--- src/rtl/vga_pkg.sv ---
`default_nettype none
// ----------------------------------------------------------------------------
// vga_pkg : shared types and constants for the rectangle fill engine
// Rev 1.0
// ----------------------------------------------------------------------------
package vga_pkg;

   localparam int c_COORD_W  = 11;
   localparam int VGA_H_MAX  = 1280;
   localparam int VGA_V_MAX  = 1024;

   typedef logic [c_COORD_W-1:0] coord_t;

   typedef enum logic [1:0] {
      BLACK = 2'd0,
      WHITE = 2'd1,
      BLUE  = 2'd2,
      GREEN = 2'd3
   } color_e;

   typedef logic [1:0] state_t;

   localparam state_t c_ST_IDLE = 2'd0;
   localparam state_t c_ST_FILL = 2'd1;
   localparam state_t c_ST_DONE = 2'd2;

endpackage
`default_nettype wire

--- src/rtl/vga_rect_fill_if.sv ---
`default_nettype none
// ----------------------------------------------------------------------------
// vga_rect_fill_if : command channel (valid/ready + rectangle + color)
// Rev 1.0
// ----------------------------------------------------------------------------
interface vga_rect_fill_if;

   logic             cmd_valid_i;
   logic             cmd_ready_o;
   vga_pkg::coord_t  cmd_x0_i;
   vga_pkg::coord_t  cmd_y0_i;
   vga_pkg::coord_t  cmd_x1_i;
   vga_pkg::coord_t  cmd_y1_i;
   vga_pkg::color_e  cmd_color_i;

   modport master (
      output cmd_valid_i, cmd_x0_i, cmd_y0_i, cmd_x1_i, cmd_y1_i, cmd_color_i,
      input  cmd_ready_o
   );

   modport slave (
      input  cmd_valid_i, cmd_x0_i, cmd_y0_i, cmd_x1_i, cmd_y1_i, cmd_color_i,
      output cmd_ready_o
   );

endinterface
`default_nettype wire

--- src/rtl/vga_rect_cursor.sv ---
`default_nettype none
// ----------------------------------------------------------------------------
// vga_rect_cursor : x/y raster counter over an inclusive rectangle
// Rev 1.0
// ----------------------------------------------------------------------------
module vga_rect_cursor
   import vga_pkg::*;
(
   input  logic   clk_i,
   input  logic   arstn_i,
   input  logic   load_i,
   input  logic   step_i,
   input  coord_t x0_i,
   input  coord_t y0_i,
   input  coord_t x1_i,
   input  coord_t y1_i,
   output coord_t x_o,
   output coord_t y_o,
   output logic   last_o
);

   coord_t x_q, x_d;
   coord_t y_q, y_d;
   coord_t x0_q, x1_q, y1_q;

   // The cursor never passes x1/y1, so 11-bit increments cannot wrap.
   always_comb begin
      x_d = x_q;
      y_d = y_q;
      if (load_i) begin
         x_d = x0_i;
         y_d = y0_i;
      end else if (step_i) begin
         if (x_q == x1_q) begin
            x_d = x0_q;
            y_d = y_q + coord_t'(1);
         end else begin
            x_d = x_q + coord_t'(1);
         end
      end
   end

   always_ff @(posedge clk_i or negedge arstn_i) begin
      if (!arstn_i) begin
         x_q  <= '0;
         y_q  <= '0;
         x0_q <= '0;
         x1_q <= '0;
         y1_q <= '0;
      end else begin
         x_q <= x_d;
         y_q <= y_d;
         if (load_i) begin
            x0_q <= x0_i;
            x1_q <= x1_i;
            y1_q <= y1_i;
         end
      end
   end

   assign x_o    = x_q;
   assign y_o    = y_q;
   assign last_o = (x_q == x1_q) && (y_q == y1_q);

endmodule
`default_nettype wire

--- src/rtl/vga_rect_fill.sv ---
`default_nettype none
// ----------------------------------------------------------------------------
// vga_rect_fill : fills a rectangle of the framebuffer, one pixel per cycle
// Rev 1.0
// ----------------------------------------------------------------------------
module vga_rect_fill
   import vga_pkg::*;
#(
   parameter int H_MAX       = VGA_H_MAX,
   parameter int V_MAX       = VGA_V_MAX,
   parameter int GATE_ACTIVE = 1
) (
   input  logic            clk_i,
   input  logic            arstn_i,
   vga_rect_fill_if.slave  cmd,
   input  logic            abort_i,
   input  logic            pixel_enable_i,
   output coord_t          addr_x_o,
   output coord_t          addr_y_o,
   output logic [1:0]      color_o,
   output logic            we_o,
   output logic            busy_o,
   output logic            done_o,
   output logic            err_o
);

   localparam logic c_GATE = (GATE_ACTIVE != 0);

   state_t state_q, state_d;
   color_e color_q;
   logic   err_q;

   logic   w_ready;
   logic   w_fire;
   logic   w_bad;
   logic   w_accept;
   logic   w_stall;
   logic   w_we;
   logic   w_last;

   assign w_ready  = (state_q == c_ST_IDLE);
   assign w_fire   = cmd.cmd_valid_i & w_ready;
   assign w_bad    = (cmd.cmd_x0_i > cmd.cmd_x1_i)
                   | (cmd.cmd_y0_i > cmd.cmd_y1_i)
                   | (32'(cmd.cmd_x1_i) >= 32'(H_MAX))
                   | (32'(cmd.cmd_y1_i) >= 32'(V_MAX));
   assign w_accept = w_fire & ~w_bad;
   assign w_stall  = c_GATE & pixel_enable_i;
   // Abort suppresses the write in the very cycle it is seen.
   assign w_we     = (state_q == c_ST_FILL) & ~w_stall & ~abort_i;

   always_comb begin
      state_d = state_q;
      case (state_q)
         c_ST_IDLE: if (w_accept) state_d = c_ST_FILL;
         c_ST_FILL: begin
            if (abort_i)
               state_d = c_ST_IDLE;
            else if (w_we && w_last)
               state_d = c_ST_DONE;
         end
         c_ST_DONE: state_d = c_ST_IDLE;
         default:   state_d = c_ST_IDLE;
      endcase
   end

   always_ff @(posedge clk_i or negedge arstn_i) begin
      if (!arstn_i) begin
         state_q <= c_ST_IDLE;
         color_q <= BLACK;
         err_q   <= 1'b0;
      end else begin
         state_q <= state_d;
         err_q   <= w_fire & w_bad;
         if (w_accept)
            color_q <= cmd.cmd_color_i;
      end
   end

   vga_rect_cursor u_cursor (
      .clk_i   (clk_i),
      .arstn_i (arstn_i),
      .load_i  (w_accept),
      .step_i  (w_we),
      .x0_i    (cmd.cmd_x0_i),
      .y0_i    (cmd.cmd_y0_i),
      .x1_i    (cmd.cmd_x1_i),
      .y1_i    (cmd.cmd_y1_i),
      .x_o     (addr_x_o),
      .y_o     (addr_y_o),
      .last_o  (w_last)
   );

   assign cmd.cmd_ready_o = w_ready;
   assign color_o         = color_q;
   assign we_o            = w_we;
   assign busy_o          = (state_q == c_ST_FILL) | (state_q == c_ST_DONE);
   assign done_o          = (state_q == c_ST_DONE);
   assign err_o           = err_q;

endmodule
`default_nettype wire

--- src/flat_wrapper.sv ---
// flat-port wrapper written by rule: the top's interface ports become plain ports
module vga_rect_fill_flat import vga_pkg::*;
#(
   parameter int H_MAX       = VGA_H_MAX,
   parameter int V_MAX       = VGA_V_MAX,
   parameter int GATE_ACTIVE = 1
)
  (clk_i, arstn_i, abort_i, pixel_enable_i, addr_x_o, addr_y_o, color_o, we_o, busy_o, done_o, err_o, cmd_cmd_valid_i, cmd_cmd_x0_i, cmd_cmd_y0_i, cmd_cmd_x1_i, cmd_cmd_y1_i, cmd_cmd_color_i, cmd_cmd_ready_o);
  vga_rect_fill_if cmd_i ();
  input  logic clk_i;
  input  logic arstn_i;
  input  logic abort_i;
  input  logic pixel_enable_i;
  output coord_t addr_x_o;
  output coord_t addr_y_o;
  output logic [1:0] color_o;
  output logic we_o;
  output logic busy_o;
  output logic done_o;
  output logic err_o;
  input wire logic [$bits(cmd_i.cmd_valid_i)-1:0] cmd_cmd_valid_i;
  input wire logic [$bits(cmd_i.cmd_x0_i)-1:0] cmd_cmd_x0_i;
  input wire logic [$bits(cmd_i.cmd_y0_i)-1:0] cmd_cmd_y0_i;
  input wire logic [$bits(cmd_i.cmd_x1_i)-1:0] cmd_cmd_x1_i;
  input wire logic [$bits(cmd_i.cmd_y1_i)-1:0] cmd_cmd_y1_i;
  input wire logic [$bits(cmd_i.cmd_color_i)-1:0] cmd_cmd_color_i;
  output wire logic [$bits(cmd_i.cmd_ready_o)-1:0] cmd_cmd_ready_o;
  assign cmd_i.cmd_valid_i = cmd_cmd_valid_i;
  assign cmd_i.cmd_x0_i = cmd_cmd_x0_i;
  assign cmd_i.cmd_y0_i = cmd_cmd_y0_i;
  assign cmd_i.cmd_x1_i = cmd_cmd_x1_i;
  assign cmd_i.cmd_y1_i = cmd_cmd_y1_i;
  assign cmd_i.cmd_color_i = cmd_cmd_color_i;
  assign cmd_cmd_ready_o = cmd_i.cmd_ready_o;
  vga_rect_fill #(.H_MAX(H_MAX), .V_MAX(V_MAX), .GATE_ACTIVE(GATE_ACTIVE)) u_core (.clk_i(clk_i), .arstn_i(arstn_i), .cmd(cmd_i), .abort_i(abort_i), .pixel_enable_i(pixel_enable_i), .addr_x_o(addr_x_o), .addr_y_o(addr_y_o), .color_o(color_o), .we_o(we_o), .busy_o(busy_o), .done_o(done_o), .err_o(err_o));
endmodule
--- config.mk ---
export PLATFORM = sky130hd
export DESIGN_NAME = vga_rect_fill_flat
export DESIGN_NICKNAME = d
export VERILOG_FILES = /design/src/rtl/vga_pkg.sv /design/src/rtl/vga_rect_fill_if.sv /design/src/rtl/vga_rect_cursor.sv /design/src/rtl/vga_rect_fill.sv /design/src/flat_wrapper.sv
export SDC_FILE = /design/constraint.sdc
export NUM_CORES = 1
export LEC_CHECK = 0
export CORE_UTILIZATION = 47
export CTS_CLUSTER_DIAMETER = 100
export DETAILED_ROUTE_END_ITERATION = 7
export PLACE_DENSITY = 0.83
export SLEW_MARGIN = 20
export SYNTH_ARGS = -nofsm -noshare
export SYNTH_HDL_FRONTEND = slang
export SYNTH_SLANG_ARGS = --single-unit
export TNS_END_PERCENT = 5
--- constraint.sdc ---
create_clock -name clk_i -period 2.3 [get_ports clk_i]
set_input_delay 0.69 -clock clk_i [delete_from_list [all_inputs] [get_ports clk_i]]
set_output_delay 0.69 -clock clk_i [all_outputs]
set_load 0.1 [all_outputs]
Word-level counts from Yosys, hierarchy flattened
Index checks and enable logic that the tools add are counted.
{ "word_totals": {"ff_bits": 60, "output_inout_bits": 29, "elab_cells": 49} }
{ "op_classes": {"addsub": 2, "magnitude_cmp": 4, "eq_ne": 6, "n_mux": 10, "bitwise": 12, "n_reduce_logical": 7} }
{ "ops": {"columns": ["cell", "count"], "rows": [
  ["$mux 11", 6],
  ["$add 11x1->11 const B", 2],
  ["$eq 11x11->1", 2],
  ["$ge 11x11->1 const B", 2],
  ["$gt 11x11->1", 2],
  ["$mux 2", 3],
  ["$and 1x1->1", 5],
  ["$or 1x1->1", 4],
  ["$pmux 2 s2", 1],
  ["$reduce_and 2->1", 2],
  ["$reduce_bool 2->1", 2],
  ["$ne 3x3->1 const B", 1],
  ["$not 1->1", 3],
  ["$eq 2x1->1 const B", 1],
  ["$eq 2x2->1 const B", 1],
  ["$logic_and 1x1->1", 2],
  ["$logic_not 2->1", 1],
  ["$ne 2x2->1 const B", 1]
]} }

Depth between registers and ports, before layout
Gate-level depths: netlist of run 1.
{ "depth": {"ltp_word": 8, "ltp_mapped": 10, "mapped_depth_nobuf": 8} }

Modules after synthesis
From an unflattened synthesis of run 1, not the netlist that was laid out.
{ "unflattened": {"hier_cells": 393, "hier_area_um2": 3814.9} }
{ "by_module_without_submodules": {"columns": ["mod", "instances", "cells_per_inst", "area_each_um2"], "rows": [
  ["vga_rect_cursor", 1, 283, 2937.8],
  ["vga_rect_fill", 1, 110, 877.1]
]} }

Worst setup path after synthesis of run 1
OpenSTA, ideal clock, no wires.
{ "synth_timing": {"path_kind": "input-to-output", "start": "in abort_i", "end": "out we_o", "t_arrival_ps": 2285, "required_ps": 1610, "path_slack_ps": -675, "stages": 5, "path_buffers": 2, "cell_sequence": "nor2b_1 nand2b_1 clkbuf_1 inv_1 clkbuf_1"} }
{ "synth_via": {"elab_chain_cells": 2} }
{ "synth_rtl": {"columns": ["element", "line", "source"], "rows": [
  ["from (decl)", "flat_wrapper.sv:12", "input logic abort_i;"],
  ["$not 1->1", "vga_rect_fill.sv:50", "assign w_we = (state_q == c_ST_FILL) & ~w_stall & ~abort_i;"],
  ["$and 1x1->1", "vga_rect_fill.sv:50", null],
  ["to (decl)", "flat_wrapper.sv:17", "output logic we_o;"]
]} }
Every way passes these cells.

Final worst setup path of run 1
{ "layout_timing": {"start": "in cmd_cmd_x1_i[2]", "end": "reg u_core.u_cursor.x_q[9] (netlist: u_core.u_cursor.x_o[9])"} }
{ "layout_via": {"elab_chain_cells": 7} }
{ "layout_rtl": {"columns": ["element", "line", "source"], "rows": [
  ["from (decl)", "flat_wrapper.sv:24", "input wire logic [$bits(cmd_i.cmd_x1_i)-1:0] cmd_cmd_x1_i;"],
  ["$gt 11x11->1", "vga_rect_fill.sv:43", "assign w_bad = (cmd.cmd_x0_i > cmd.cmd_x1_i)"],
  ["$or 1x1->1", "vga_rect_fill.sv:44", "| (cmd.cmd_y0_i > cmd.cmd_y1_i)"],
  ["$or 1x1->1 *", "vga_rect_fill.sv:45", "| (32'(cmd.cmd_x1_i) >= 32'(H_MAX))"],
  ["$or 1x1->1 *", "vga_rect_fill.sv:46", "| (32'(cmd.cmd_y1_i) >= 32'(V_MAX));"],
  ["$not 1->1 *", "vga_rect_fill.sv:47", "assign w_accept = w_fire & ~w_bad;"],
  ["$and 1x1->1 *", "vga_rect_fill.sv:47", null],
  ["$mux 11 / $reduce_bool 2->1 (equally long branches)", null, null],
  ["to (signal assigned)", "vga_rect_cursor.sv:45", "x_q <= '0;"],
  ["to (signal assigned)", "vga_rect_cursor.sv:51", "x_q <= x_d;"],
  ["to (decl)", "vga_rect_cursor.sv:22", "coord_t x_q, x_d;"]
]} }
Every way passes the cells marked *; elsewhere a longest branch is shown, timed or not.
A chain may end at the register's enable or synchronous reset.

==> results of run 1 <==
[layer usage]
layer / part of all wire / track usage
met1: 0.37 / 0.333
met2: 0.53 / 0.563
met3: 0.061 / 0.0659
met4: 0.044 / 0.177
met5: 0 / 0
[worst reg2reg max path: cells and delay by family (launching register included)]
kind                   cells  cell delay [ns]
AND/OR/NAND/NOR            3             0.59
flip-flops                 1             0.41
multiplexers               1             0.27
XOR/XNOR                   2             0.46
buffers and inverters      2             0.41
[registers in the layout, summed over array words and instances, names as in the netlist]
register              flops
u_core.u_cursor.x0_q     11
u_core.u_cursor.x1_q     11
u_core.u_cursor.x_o      11
u_core.u_cursor.y1_q     11
u_core.u_cursor.y_o      11
u_core.color_o            2
u_core.state_q            2
u_core.err_o              1
[placed cells by master (no fill, tap or decap), types with 3 or more instances in the layout]
cell,count
a21oi_1,13
a21oi_2,4
a22oi_1,4
and2_1,3
and3_1,8
buf_12,26
buf_2,12
buf_4,66
buf_6,15
buf_8,4
clkbuf_2,8
clkbuf_8,10
clkdlybuf4s50_1,4
clkinv_2,3
dfrtp_1,59
dlygate4sd2_1,8
ha_1,8
ha_4,18
inv_1,11
inv_2,14
inv_4,4
mux2_4,54
mux2i_1,6
nand2_1,17
nand3_1,9
nand3b_1,3
nand4_1,14
nor2_1,6
o21ai_0,9
xnor2_1,32
[power by group through the flow]
stage               sequential (mW)  clock, mW  combinational, mW
global placement               2.03          0               4.39
CTS                            2.06       1.07               4.76
global route                   2.13       1.12               5.00
detailed placement             2.06          0               4.48
finish                         2.09       1.08               4.79
floorplan                      3.40          0               1.57
[layout make-up]
type,count,share of cell area
clock buffers,11,0.0229
clock inverters,5,0.0122
inverters,30,0.0211
multi-input cells,253,0.428
flip-flops and latches,60,0.243
well taps,105,0.0213
repair buffers,149,0.251
[kinds of logic (layout without fill, tap and decap cells)]
group	Yosys count	in the layout
flops	60	60
fa+ha+maj	27	27
xor+xnor	32	32
compound gates	50	50
mux	62	62
simple gates	82	82
buf+inv	42	195
[through the flow]
step           power [mW]  cells  worst slack (ns)
2_1_floorplan        4.98    355            -0.467
3_3_place_gp         6.42    582             -1.16
3_5_place_dp         6.55    582             -1.24
4_1_cts              7.89    613            -0.363
5_1_grt              8.26    613            -0.404
6_report             7.96    613            -0.334
[final timing paths]
path / startpoint / to / slack (ns) / depth (start not counted)
max in group asynchronous: arstn_i / u_core.u_cursor.y1_q[1] / 1.38 / 2
min in group clk_i: u_core.color_o[0] / u_core.color_o[0] / 0.52 / 1
worst max register to register: u_core.u_cursor.x1_q[3] / u_core.u_cursor.y_o[10] / 0.03 / 8
worst max-delay path: cmd_cmd_x1_i[2] / u_core.u_cursor.x_o[9] / -0.33 / 12
worst min register to register: u_core.color_o[0] / u_core.color_o[0] / 0.52 / 1
worst min-delay path: arstn_i / u_core.u_cursor.x_o[7] / 0.31 / 1
[what timing repair did]
action	CTS	global route
cloned	5	0
pin swaps	30	9
resized for setup	231	24
buffers inserted	12	5
endpoints found under the setup margin	61	60
==> flow_summary.json, run 1 <==
{
  "wl_um": 12500,
  "path_cells": "buf_6 -> inv_2 -> ha_4 -> nand3_4 -> or4_4 -> a21oi_4 -> o311ai_4 -> nor2_4 -> buf_6 -> buf_6 -> buf_12 -> mux2_4",
  "worst_ep_required_time_ns": 2.55,
  "grt_pass1_vias": 3975,
  "numCtsBuffers": 9,
  "die_w_um": 93.5,
  "cp-start-kind": "input port",
  "crit_arrival_ns": 2.88,
  "finalSetupViolCount": 57,
  "multi_input_area_um2": 2640,
  "finalInstanceArea_um2": 6180,
  "synthTopCellsByArea": "dfrtp_1 (38%), mux2_4 (11%), ha_1 (8.6%)",
  "gp_congestion": 0.933,
  "crit_family": "simple AND/OR/NAND/NOR gates",
  "synth-adder-area-share": 0.0858,
  "grt_util_all_layers": 0.311,
  "p_leak_nw": 2.79,
  "cpPeakStageDelay_ns": 0.56,
  "clkTransAtPathRegs_ns": 0.08,
  "syn_nets": 433,
  "crit_slowest_cell": "or4_4",
  "netlist_instances": 355,
  "synth-simple-area-share": 0.118,
  "rows": 33,
  "fmax_ghz": 0.380,
  "drt-initial-drc-count": 215,
  "fin_tns_setup_ns": -16.30,
  "hold_viol_final": 0,
  "yosys.area.top_type": "dfrtp_1",
  "portBuffers": 79,
  "hold_ws_ns": 0.305,
  "nFillCells": 492,
  "synth_top_area_frac": 0.381,
  "core_um2": 8180,
  "fin_crit_ns": 2.63,
  "setup_slack_ns": -0.334,
  "cts_sinks": 60,
  "worst_slew_pin_slew_ns": 0.530,
  "drive_gt1_frac": 0.528,
  "power.density_nw_per_um2": 1290,
  "clkPwrFrac": 0.135,
  "rsz0062_at_grt": "true",
  "yosys-top-cells-count": "dfrtp_1 (60), xnor2_1 (32), inv_1 (30), mux2_4 (30), ha_1 (27)",
  "fin_crit_sh": 1.15,
  "fin_nets": 581,
  "swShare": 0.464,
  "hp-class": "input port to async pin",
  "synth_ff_type": "dfrtp_1",
  "critPathBufInv": 5,
  "seqCellArea_um2": 1500,
  "cp_common_cell": "buf_6",
  "io_pins": 80,
  "synth_area_um2": 3940,
  "synth.most_common_cell": "dfrtp_1",
  "seq_power_share": 0.262,
  "drc_errors": 0,
  "synthDistinctLibCells": 41,
  "grt_max_degree": 41,
  "synth-seq-cells": 60,
  "pwr-share-comb": 0.602,
  "clk_path_buf_depth": 2,
  "end_kind": "flop",
  "area_delta_synth_final_pct": 56.8,
  "wl_per_cell_um": 20.3,
  "finalMaxSlewViolations": 0,
  "gr-total-overflow": 0,
  "grt_pass1_wl_um": 20300,
  "chipHeight_um": 93.5,
  "tritoncts": "yes",
  "fin_util": 0.755,
  "clk_latency_ns": 0.36,
  "avgSynthCellArea_um2": 11.1,
  "initial_core_util": 0.482,
  "max-vdd-ir-drop_v": 0.00131,
  "worstPathMaxFanout": 5,
  "cts_root_buf": "clkbuf_8",
  "async_flop_share": 1.00,
  "hpwl_um": 7980,
  "synth-compound-area-share": 0.0813,
  "drtPass1Iterations": 6,
  "ys_seq_area_frac": 0.381,
  "max_slew_margin": 0.647,
  "synth_top_family_by_area": "multiplexers",
  "placed_cell_area_um2": 5480,
  "num_vias": 3513,
  "antenna_found_initial": 0,
  "dieArea_um2": 8750,
  "skew_ns": 0.0123,
  "via_per_inst": 5.73,
  "synth.mux.area_fraction": 0.204,
  "n_antenna_cell": 0,
  "status": "complete, but fails checks",
  "violations": "setup timing",
  "postCtsHoldBufs": 0,
  "path_class": "input port to flop",
  "intPower_mw": 4.27,
  "yosysWarnings": 0,
  "synth-xor-area-share": 0.0712,
  "drv_cap": 0,
  "p_sw_mw": 3.69,
  "htree_levels": 3,
  "postRouteAntennaNets": 0,
  "synth_edf_count": 0
}
(Power assumes the default switching activity.)
==> run 2, diff against run 1 <==
--- a/config.mk
+++ b/config.mk
@@ -9,6 +9,7 @@
 export CTS_CLUSTER_DIAMETER = 100
 export DETAILED_ROUTE_END_ITERATION = 7
 export PLACE_DENSITY = 0.83
+export REMOVE_ABC_BUFFERS = 1
 export SLEW_MARGIN = 20
 export SYNTH_ARGS = -nofsm -noshare
 export SYNTH_HDL_FRONTEND = slang
==> run 2 against run 1 <==
  * The flow still finishes with violations (setup timing)
  * Register-to-register slack got worse by 0.08 ns
  * First-iteration DRC count down 30%
  * Via count decreased by 1.4%
  * Sequential power hardly changed
  * Hold slack better by 0.0083 ns
  * Wire length is 3.2% lower
  * Final cell count is 0.49% higher
  * Cell area increased by 0.36%
  * Total power is 1.9% lower
  * Sequential cell count unchanged
  * Clock skew down 0.0057 ns
  * Combinational power about the same
==> flow_summary.json, run 2 (synthesis gave the netlist of run 1 again) <==
{
  "hpwl_um": 7790,
  "numCtsBuffers": 9,
  "postRouteAntennaNets": 0,
  "die_w_um": 93.5,
  "cp-start-kind": "input port",
  "path_class": "input port to flop",
  "hold_ws_ns": 0.314,
  "fin_tns_setup_ns": -22.60,
  "fin_util": 0.758,
  "p_total_mw": 7.81,
  "hold_viol_final": 0,
  "worstPathMaxFanout": 6,
  "clk_path_buf_depth": 2,
  "crit_slowest_cell": "or4_4",
  "wl_per_cell_um": 19.6,
  "path_cells": "buf_8 -> inv_4 -> ha_4 -> nand4_1 -> or4_4 -> a21oi_4 -> o311ai_4 -> nor2_4 -> buf_12 -> buf_16 -> buf_12 -> buf_8 -> mux2_4",
  "rows": 33,
  "placed_cell_area_um2": 5380,
  "dpl.cell_count": 583,
  "crit_arrival_ns": 3.02,
  "seq_power_share": 0.266,
  "final_common_cell": "buf_4",
  "finalMaxSlewViolations": 0,
  "clk_latency_ns": 0.34,
  "grt_pass1_wl_um": 19300,
  "via_per_inst": 5.63,
  "finalInstanceArea_um2": 6200,
  "pwr-share-comb": 0.616,
  "worstReg2RegStart": "u_core.u_cursor.x1_q[0]",
  "worst_ep_required_time_ns": 2.52,
  "n_antenna_cell": 0,
  "drc_errors": 0,
  "htree_levels": 3,
  "grt_pass1_vias": 3811,
  "setup_slack_ns": -0.490,
  "drtPass1Iterations": 4,
  "wl_um": 12100,
  "rsz0062_at_grt": "true",
  "grt_util_all_layers": 0.294,
  "fin_crit_sh": 1.21,
  "io_pins": 80,
  "gr-total-overflow": 0,
  "portBuffers": 79,
  "antenna_found_initial": 0,
  "fmax_ghz": 0.358,
  "initial_core_util": 0.482,
  "cts_root_buf": "clkbuf_8",
  "p_leak_nw": 2.79,
  "drv_cap": 0,
  "status": "complete, but fails checks",
  "grt_max_degree": 28,
  "reg2reg_slack_ns": -0.05,
  "drt-initial-drc-count": 150,
  "max-vdd-ir-drop_v": 0.00140,
  "seqCellArea_um2": 1500,
  "chipHeight_um": 93.5,
  "rr_worst_depth": 7,
  "clkPwrFrac": 0.118,
  "fin_crit_ns": 2.79,
  "stdcell_count": 616,
  "worst_slew_pin_slew_ns": 0.509,
  "cts_sinks": 60,
  "worstReg2RegEnd": "u_core.u_cursor.y_o[1]",
  "violations": "setup timing",
  "tritoncts": "yes",
  "dieArea_um2": 8750,
  "clkTransAtPathRegs_ns": 0.06,
  "area_delta_synth_final_pct": 57.4,
  "layout_common_cells": "buf_4 (73), dfrtp_1 (60), mux2_4 (52), xnor2_1 (32), buf_12 (27)",
  "cpPeakStageDelay_ns": 0.58,
  "max_slew_margin": 0.661,
  "multi_input_area_um2": 2660,
  "p_sw_mw": 3.69,
  "pre_cts_ws_ns": -1.25,
  "power.density_nw_per_um2": 1260,
  "swShare": 0.473,
  "gp_congestion": 0.870,
  "fin_nets": 585,
  "hp-class": "input port to async pin",
  "nFillCells": 486,
  "skew_ns": 0.00661,
  "intPower_mw": 4.12,
  "core_um2": 8180,
  "drive_gt1_frac": 0.511,
  "num_vias": 3465,
  "end_kind": "flop",
  "finalSetupViolCount": 60
}
## run 2: cell types whose count changed in the layout (fill, tap and decap cells not counted), sizes merged
cell / delta
bufinv: -2
clkbuf: -5
clkinv: -2
dlygate4sd2: +9
clkdlybuf4s50: +2
clkdlybuf4s15: +1
## run 2: critical path, delay by kind of cell
kind                     cells  cell delay (ns)
AO/OA/AOI/OAI                2             0.28
adder cells (fa/ha/maj)      1             0.25
buffers and inverters        6             0.57
multiplexers                 1             0.30
AND/OR/NAND/NOR              3             0.91
## run 2: worst max path at each step
stage                               start                       to  slack (ns)  cells after the start
after CTS                 cmd_cmd_x1_i[6]   u_core.u_cursor.x_o[6]       -0.41                     13
final                     cmd_cmd_x1_i[5]   u_core.u_cursor.x_o[6]       -0.49                     13
after global placement    cmd_cmd_y1_i[9]  u_core.u_cursor.y1_q[0]       -1.23                     11
after global routing      cmd_cmd_x1_i[5]   u_core.u_cursor.x_o[6]       -0.52                     13
after floorplan           cmd_cmd_x1_i[6]        u_core.color_o[0]       -1.39                      8
after detailed placement  cmd_cmd_y1_i[9]  u_core.u_cursor.y1_q[0]       -1.25                     11
## run 2: cell type report
type,count,area share
Timing Repair Buffer,153,0.258
Tap cell,105,0.0212
Inverter,30,0.0198
Clock inverter,1,0.000807
Clock buffer,14,0.0295
Multi-Input combinational cell,253,0.429
Sequential cell,60,0.242
## run 2: power groups by stage
stage          sequential [mW]  combinational (mW)  clock, mW
2_1_floorplan             3.42                1.51          0
3_3_place_gp              2.01                4.35          0
3_5_place_dp              2.04                4.46          0
4_1_cts                   2.04                4.71      0.924
5_1_grt                   2.12                5.00      0.980
6_report                  2.08                4.81      0.918
## run 2: layer usage
layer,share of wire,GRT usage
met1,0.38,0.336
met2,0.52,0.532
met3,0.056,0.0577
met4,0.037,0.123
met5,0,0
## run 2: timing repair
item | 4_1_cts | 5_1_grt
pin swaps | 30 | 5
cloned | 1 | 0
gates resized for setup | 220 | 12
hold buffers | 0 | 0
endpoints found under the setup margin | 61 | 61
setup buffers | 17 | 1
==> edit: new RTL, flow settings as in run 2 <==
Change the package constant `c_COORD_W` from 11 to 13.
--- a/src/rtl/vga_pkg.sv
+++ b/src/rtl/vga_pkg.sv
@@ -7,3 +7,3 @@
 
-   localparam int c_COORD_W  = 11;
+   localparam int c_COORD_W  = 13;
    localparam int VGA_H_MAX  = 1280;
Ports: changed (6 resized); port bits go from 80 to 92. The function was not compared with the original's and may differ.
==> edit against run 2 <==
  * Cell area grew 21%
  * Synthesized cell count increased by 27%
  * Largest cell class unchanged
  * Die area up 18%
  * Highest routed layer unchanged
  * First-iteration DRC count rose to 4.4 times the old value
  * Setup slack worse by 0.071 ns
  * Hold slack lost 0.15 ns
  * The run still ends with negative setup slack left
  * Area after synthesis increased by 18%
  * Sequential cell count up 10
  * Critical path depth fell by 1
  * Routed wire length grew 68%
  * Register-to-register slack got worse by 0.23 ns
  * Count of clock-buffer cells in the layout is 5 lower
Power is not compared: it rests on default switching activity, and its combinational part moved more than twofold at a synthesized area within 25%.
==> edit: results (changes against run 2) <==
Placement
  • RD Place Congestion: 0.859 (-1.2%)
  • Post-DP HPWL: 10.3 mm (+33%)
  • Placed Area: 6520 sq um (+21%)
  • Worst slack at placement: -1.10 ns (+0.154 ns)
  • IO buf count: 91 (+15%)

Synthesis
  • Multiplexer area fraction after synthesis: 17.1% (-3.3 points)
  • Top post-synthesis cells by area: dfrtp_1 (38%), mux2_2 (9.2%), ha_1 (8.3%)
  • XOR/XNOR Fraction of Synth Area: 7.14% (+0.021 points)
  • Post-synthesis compound-gate area fraction: 9.39% (+1.3 points)
  • Post-synthesis sequential area ratio: 37.6% (-0.56 points)
  • Count of cell types in the netlist: 52 (+27%)

Clock network
  • Maximum clock path buffer count: 2 (unchanged)
  • Clock transition at the registers of the reported paths: 0.08 ns (+0.02 ns)
  • Post-CTS setup buffers: 13 (-4)
  • Post-CTS Resized: 247 (+12%)

Route
  • Vias per cell: 6.66 (+18%)
  • DR iter-0 viols: 658 (+340%)
  • Met2 WL: 9.20 mm (+46%)
  • DR WL/cell: 26.5 um (+35%)
  • Wl on met1: 6.93 mm (+50%)

Timing
  • Worst setup margin: -0.561 ns (-0.0706 ns)
  • Final setup vio count: 70 (+17%)
  • Post-Route Skew: 0.0224 ns (+0.0158 ns)
  • Worst Max-Slew Pin Slew: 0.590 ns (+0.0811 ns)

Layout
  • Nets: 718 (+23%)
  • Layout filler cell count: 470 (-3.3%)
  • Layout cells sized above 1: 50.4% (-0.68 points)

Run status
  • Failing checks: negative setup slack
  • Status: finished, violations left

GRT
  • Tot GR Track Use: 35.7% (+6.3 points)
  • Met2 Use GR: 58.6% (+5.4 points)
  • Grt met3 use: 8.76% (+3.0 points)
  • Largest net degree at the start of global routing: 27 (-3.6%)
  • First-pass GRT wire length: 27.3 mm (+42%)
  • Vias in the first global route: 5043 (+32%)

Worst setup path
  • Slowest-stage cell, CP: a211oi_4
  • Worst reg2reg setup slack: -0.28 ns (-0.23 ns)
  • Crit Path Max Fanout: 7 (+1)
  • Crit. Startpoint: cmd_cmd_x1_i[9]
  • Arrival time at the worst endpoint: 3.12 ns (+0.10 ns)
  • CP Capture Point: u_core.u_cursor.x1_q[7]
[edit: cell count changes in the layout (fill, tap and decap cells not counted), moves of 7 or more]
cell / delta
xnor2_1: -8
dfrtp_1: +10
nor2_1: +7
buf_12: +10
buf_4: +7
buf_2: +13
nand2_1: +12
xor2_1: +14
nand3_1: +10
[edit: area by class of cell]
cell class	count	area, sq um	area share [%]
flip-flops and latches	70	1750	23.4
clock inverters	7	120	1.60
inverters	32	130	1.74
multi-input cells	327	3200	42.8
repair buffers	188	1990	26.6
well taps	129	161	2.16
clock buffers	9	124	1.65
[edit: per-stage QoR]
stage / cells / power (uW) / TNS (ns) / hold slack [ns]
6_report: 762 / 4430 / -31.69 / 0.165
3_5_place_dp: 728 / 2920 / -70.49 / 0.491
3_3_place_gp: 728 / 2880 / -64.33 / 0.491
2_1_floorplan: 429 / 2270 / -119.43 / 0.394
5_1_grt: 762 / 4520 / -32.98 / 0.176
4_1_cts: 760 / 4240 / -11.42 / 0.163
